===== config.mk =====
export PLATFORM = sky130hd
export DESIGN_NAME = reg_bank_dump_ctrl_flat
export DESIGN_NICKNAME = d
export VERILOG_FILES = /design/src/rtl/reg_bank_dump_ctrl_if.sv /design/src/rtl/reg_bank_dump_ctrl.sv /design/src/flat_wrapper.sv
export SDC_FILE = /design/constraint.sdc
export NUM_CORES = 1
export LEC_CHECK = 0
export BUFFER_PORTS_ARGS = -buffer_cell sky130_fd_sc_hd__buf_4
export CAP_MARGIN = 20
export CORE_MARGIN = 1
export CORE_UTILIZATION = 48
export DETAILED_ROUTE_END_ITERATION = 8
export GPL_TIMING_DRIVEN = 0
export PLACE_DENSITY = 0.75
export SYNTH_ARGS = -nofsm -noshare
export SYNTH_HDL_FRONTEND = slang
export SYNTH_SLANG_ARGS = --single-unit
export TNS_END_PERCENT = 30

===== constraint.sdc =====
create_clock -name clk -period 2.15 [get_ports clk]
set_clock_uncertainty 0.2 [all_clocks]
set_input_delay 0.1075 -clock clk [delete_from_list [all_inputs] [get_ports clk]]
set_output_delay 0.1075 -clock clk [all_outputs]
set_load 0.02 [all_outputs]

===== src/rtl/reg_bank_dump_ctrl_if.sv =====
// Bundle between the dump controller, the register bank's first read port
// and the debug TX link.
//   master : the dump controller (drives the bank address and the TX byte)
//   slave  : the bank / transmitter side
interface reg_bank_dump_ctrl_if;
   logic [7:0]  tx_data;
   logic        tx_valid;
   logic        tx_ready;
   logic [4:0]  bank_r1;
   logic [31:0] bank_d1;

   modport master (
      output tx_data,
      output tx_valid,
      output bank_r1,
      input  tx_ready,
      input  bank_d1
   );

   modport slave (
      input  tx_data,
      input  tx_valid,
      input  bank_r1,
      output tx_ready,
      output bank_d1
   );
endinterface


===== src/rtl/reg_bank_dump_ctrl.sv =====
// Debug dump controller: once the pipeline is halted it borrows bank read
// port r1, walks registers 0..NREGS-1 and streams a header byte followed by
// every register (MSB first) over a valid/ready byte link.
module reg_bank_dump_ctrl #(
   parameter int         NREGS    = 32,
   parameter logic [7:0] HDR_BYTE = 8'hA5
) (
   input  logic                        clk,
   input  logic                        reset_n,
   input  logic                        dump_start,
   input  logic                        pipe_halted,
   input  logic [4:0]                  pipe_r1,
   reg_bank_dump_ctrl_if.master        bus,
   output logic                        busy,
   output logic                        done,
   output logic                        abort
);

   localparam logic [4:0] LAST_IDX = 5'(NREGS - 1);

   typedef enum logic [2:0] {
      S_IDLE      = 3'd0,
      S_WAIT_HALT = 3'd1,
      S_HDR       = 3'd2,
      S_ADDR      = 3'd3,
      S_SEND      = 3'd4,
      S_DONE      = 3'd5
   } state_t;

   state_t      state_q, state_d;
   logic [4:0]  idx_q, idx_d;
   logic [31:0] shift_q, shift_d;
   logic [1:0]  bcnt_q, bcnt_d;
   logic        abort_q, abort_d;

   // State and datapath registers; reset returns everything to an idle port.
   always_ff @(posedge clk or negedge reset_n) begin
      if (!reset_n) begin
         state_q <= S_IDLE;
         idx_q   <= 5'd0;
         shift_q <= 32'd0;
         bcnt_q  <= 2'd0;
         abort_q <= 1'b0;
      end else begin
         state_q <= state_d;
         idx_q   <= idx_d;
         shift_q <= shift_d;
         bcnt_q  <= bcnt_d;
         abort_q <= abort_d;
      end
   end

   // Next-state logic; losing the halt while the dump owns the port cancels it.
   always_comb begin
      state_d = state_q;
      idx_d   = idx_q;
      shift_d = shift_q;
      bcnt_d  = bcnt_q;
      abort_d = 1'b0;
      case (state_q)
         S_IDLE: begin
            if (dump_start) begin
               state_d = S_WAIT_HALT;
            end else begin
               state_d = S_IDLE;
            end
         end
         S_WAIT_HALT: begin
            if (pipe_halted) begin
               state_d = S_HDR;
            end else begin
               state_d = S_WAIT_HALT;
            end
         end
         S_HDR: begin
            if (!pipe_halted) begin
               state_d = S_IDLE;
               abort_d = 1'b1;
            end else if (bus.tx_ready) begin
               idx_d   = 5'd0;
               state_d = S_ADDR;
            end else begin
               state_d = S_HDR;
            end
         end
         S_ADDR: begin
            if (!pipe_halted) begin
               state_d = S_IDLE;
               abort_d = 1'b1;
            end else begin
               shift_d = bus.bank_d1;
               bcnt_d  = 2'd0;
               state_d = S_SEND;
            end
         end
         S_SEND: begin
            if (!pipe_halted) begin
               state_d = S_IDLE;
               abort_d = 1'b1;
            end else if (bus.tx_ready) begin
               shift_d = {shift_q[23:0], 8'h00};
               bcnt_d  = bcnt_q + 2'd1;
               if (bcnt_q == 2'd3) begin
                  if (idx_q == LAST_IDX) begin
                     state_d = S_DONE;
                  end else begin
                     idx_d   = idx_q + 5'd1;
                     state_d = S_ADDR;
                  end
               end else begin
                  state_d = S_SEND;
               end
            end else begin
               state_d = S_SEND;
            end
         end
         S_DONE: begin
            state_d = S_IDLE;
         end
         default: begin
            state_d = S_IDLE;
         end
      endcase
   end

   // Outputs decoded from the state flops; only the r1 address is a live mux.
   always_comb begin
      bus.tx_valid = 1'b0;
      bus.tx_data  = 8'h00;
      bus.bank_r1  = idx_q;
      busy         = 1'b1;
      done         = 1'b0;
      abort        = abort_q;
      case (state_q)
         S_IDLE: begin
            busy        = 1'b0;
            bus.bank_r1 = pipe_r1;
         end
         S_WAIT_HALT: begin
            bus.bank_r1 = pipe_r1;
         end
         S_HDR: begin
            bus.tx_valid = 1'b1;
            bus.tx_data  = HDR_BYTE;
         end
         S_ADDR: begin
            bus.tx_valid = 1'b0;
         end
         S_SEND: begin
            bus.tx_valid = 1'b1;
            bus.tx_data  = shift_q[31:24];
         end
         S_DONE: begin
            done = 1'b1;
         end
         default: begin
            busy        = 1'b0;
            bus.bank_r1 = pipe_r1;
         end
      endcase
   end

endmodule


===== src/flat_wrapper.sv =====
// flat-port wrapper written by rule: the top's interface ports become plain ports
module reg_bank_dump_ctrl_flat 
#(
   parameter int         NREGS    = 32,
   parameter logic [7:0] HDR_BYTE = 8'hA5
)
  (clk, reset_n, dump_start, pipe_halted, pipe_r1, busy, done, abort, bus_tx_data, bus_tx_valid, bus_bank_r1, bus_tx_ready, bus_bank_d1);
  reg_bank_dump_ctrl_if bus_i ();
  input  logic clk;
  input  logic reset_n;
  input  logic dump_start;
  input  logic pipe_halted;
  input  logic [4:0] pipe_r1;
  output logic busy;
  output logic done;
  output logic abort;
  output wire logic [$bits(bus_i.tx_data)-1:0] bus_tx_data;
  output wire logic [$bits(bus_i.tx_valid)-1:0] bus_tx_valid;
  output wire logic [$bits(bus_i.bank_r1)-1:0] bus_bank_r1;
  input wire logic [$bits(bus_i.tx_ready)-1:0] bus_tx_ready;
  input wire logic [$bits(bus_i.bank_d1)-1:0] bus_bank_d1;
  assign bus_tx_data = bus_i.tx_data;
  assign bus_tx_valid = bus_i.tx_valid;
  assign bus_bank_r1 = bus_i.bank_r1;
  assign bus_i.tx_ready = bus_tx_ready;
  assign bus_i.bank_d1 = bus_bank_d1;
  reg_bank_dump_ctrl #(.NREGS(NREGS), .HDR_BYTE(HDR_BYTE)) u_core (.clk(clk), .reset_n(reset_n), .dump_start(dump_start), .pipe_halted(pipe_halted), .pipe_r1(pipe_r1), .bus(bus_i), .busy(busy), .done(done), .abort(abort));
endmodule

==> impl_metrics.yaml <==
synthesis:
  synthArstFlopShare_pct: 100.0
  synth_top_area_share_pct: 43.30
  synth_commonest_cells: "dfrtp_1 (43), mux2_2 (35), mux2_4 (28), nor2b_1 (11), nor2_1 (9)"
  ys_seq_area_share_pct: 43.30
  synth_edf_count: 0
  ys_warn_count: 0
  synth_cell_type_count: 37
  yosys.area.top_type: "dfrtp_1"
  synthCells: 185
  synthTopCellsByArea: "dfrtp_1 (43%), mux2_4 (17%), mux2_2 (16%)"
  syn-num-nets: 230
  netlist_area_um2: 2485
  synth_seq_cells: 43
  ys.flop_type: "dfrtp_1"
  yosysMostFrequentCell: "dfrtp_1"
  avgSynthCellArea_um2: 13.43
worst_setup_path:
  critical_path.max_fanout: 5
  cp.depth: 7
  crit_chain: "ha_2 -> and3_1 -> ha_2 -> and4bb_2 -> o211ai_1 -> buf_4 -> mux2_4"
  slowest_stage: "dfrtp_1"
  worstPathRequired_ns: 2.13
  crit_path_start_kind: "register"
  worstSetupEndpointType: "register"
  critical_path.max_stage_delay_ns: 0.43
  path_class: "register to register"
  rr_worst_depth: 7
  critPathArrivalTime_ns: 2.09
  worst-path-buf-inv: 1
  crit_top_cell: "ha_2"
  crit_family: "simple AND/OR/NAND/NOR gates"
  r2r_setup_slack_ns: 0.04
placed_design:
  port_buffers: 58
  placed_area_um2: 3004
  place_congestion: 0.8012
  dp_hpwl_mm: 3.441
  dp_slack_ns: -0.1213
  placedCellCount: 310
drt:
  drt_iter0_markers: 98
  finalWirelength_mm: 5.079
  drt_first_pass_iters: 4
  drc: 0
  vias: 1777
  drtAntennaViolNets: 0
  wl_per_cell_um: 14.35
  via_per_inst: 5.020
sta:
  setup_viol: 0
  worst_slack_ns: 0.03857
  tightestPinTransition_ns: 0.5436
  tns_ns: 0
  whs_ns: 0.001544
  finalCritPeriodShare_pct: 98.21
  clock.fmax_mhz: 473.6
  rsz0062_at_grt: "true"
  slew_viol_final: 0
  slew_headroom_pct: 63.76
  final-hold-violation-count: 0
  period_needed_ns: 2.111
power_and_ir_drop:
  p_leak_nw: 1.610
  vdd_drop_max_uv: 507.6
  pwr_density_cell_nw_per_um2: 1015
  total_power_mw: 3.507
global_route:
  grt_usage_pct: 20.60
  grt_first_pass_wirelength_mm: 8.466
  grt_pass1_vias: 1810
  gr-total-overflow: 0
  grt_max_degree: 44
  antenna_found_initial: 0
clocking:
  root_buffer: "clkbuf_8"
  cts_sinks: 43
  clockBufferDepth: 2
  insertion_delay_ns: 0.29
  cts-htree-levels: 2
  path_clk_slew_ns: 0.08
  cts_tree: "done"
  cts_buffers: 5
layout:
  drive_above_1_share_pct: 52.26
  fin_util_pct: 71.28
  area_growth_pct: 39.07
  fin_cells: 354
  n_antenna_cell: 0
  final_cell_area_um2: 3456
  nNetsFinal: 331
floorplanning:
  num_rows: 25
  die_w_um: 73.95
  die-area_um2: 5469
  die-height_um: 73.95
  initial_core_util_pct: 51.25
  core-area_um2: 4848
  ioPinCount: 59
flow_run:
  cap_violations: 0
hold_path:
  hold_path_depth: 3
  min_path_type: "input pin to register"
status:
  outcome: "finished clean"
## what timing repair did
item | in CTS | in global routing
hold buffers | 32 | 0
setup buffers | 3 | 2
setup endpoints to repair | 28 | 14
endpoints found under the hold margin | 76 | 0
pin swaps | 1 | 2
gates resized for setup | 2 | 4
## worst min-delay path, delay by kind of cell
family	cells	cell delay (ns)
simple gates	1	0.12
buf+inv	1	0.07
mux	1	0.15
## report_power, final
group          internal (mW)  switching [mW]  total (mW)
combinational           1.01           0.640        1.65
sequential              1.16           0.211        1.37
clock                  0.228           0.257       0.486
## logic make-up (layout without fill, tap and decap cells)
kind of cell	after synthesis	after routing	share of synthesized area, %
muxes	66	66	33.99
AOI/OAI and AO/OA	16	16	4.683
DFF	43	43	43.30
and+or+nand+nor	41	41	10.42
buffers and inverters	15	117	5.740
adders and majority gates	3	3	1.511
xor gates and xnor gates	1	1	0.3525
## final cells by class
type	instances	area (µm²)
fill	340	1393
multi-input combinational	127	1284
sequential	43	1076
timing repair buffer	95	793.3
buffer	11	126.4
tap	67	83.83
clock buffer	7	76.32
inverter	3	11.26
clock inverter	1	5.005
## sequential cells by signal (all words and copies together), names as in the netlist
register	count
u_core.idx_q	5
u_core.state_q	3
u_core.shift_q	32
u_core.bcnt_q	2
u_core.abort	1
## path summary, 6_finish.rpt
| path | from | end |
|---|---|---|
| worst max-delay path | u_core.idx_q[0]$_DFFE_PN0P_ | u_core.idx_q[0]$_DFFE_PN0P_ |
| worst min-delay path | bus_bank_d1[4] | u_core.shift_q[4]$_DFFE_PN0P_ |
| worst max register to register | u_core.idx_q[0]$_DFFE_PN0P_ | u_core.idx_q[0]$_DFFE_PN0P_ |
| worst min register to register | u_core.shift_q[2]$_DFFE_PN0P_ | u_core.shift_q[2]$_DFFE_PN0P_ |
| max in group asynchronous | reset_n | u_core.idx_q[3]$_DFFE_PN0P_ |
| min in group asynchronous | reset_n | u_core.state_q[1]$_DFF_PN0_ |
## placed cells by master (no fill, tap or decap), drive strengths merged, types with 2 or more instances in the layout
cell type	count
a21oi	5
a22o	2
a32o	3
and2	6
and3	3
buf	73
clkbuf	8
dfrtp	43
dlygate4sd3	32
ha	3
inv	3
mux2	63
mux2i	3
nand3	3
nor2	9
nor2b	12
nor3b	2
## layer usage
metal,part of all wire (%),wire length (µm),GRT usage [%]
met1,47,2392,27.21
met2,48,2449,34.44
met3,3.7,188,3.794
met4,0.96,49,6.410
met5,0,0,0
Power figures use the tool's default switching activity.
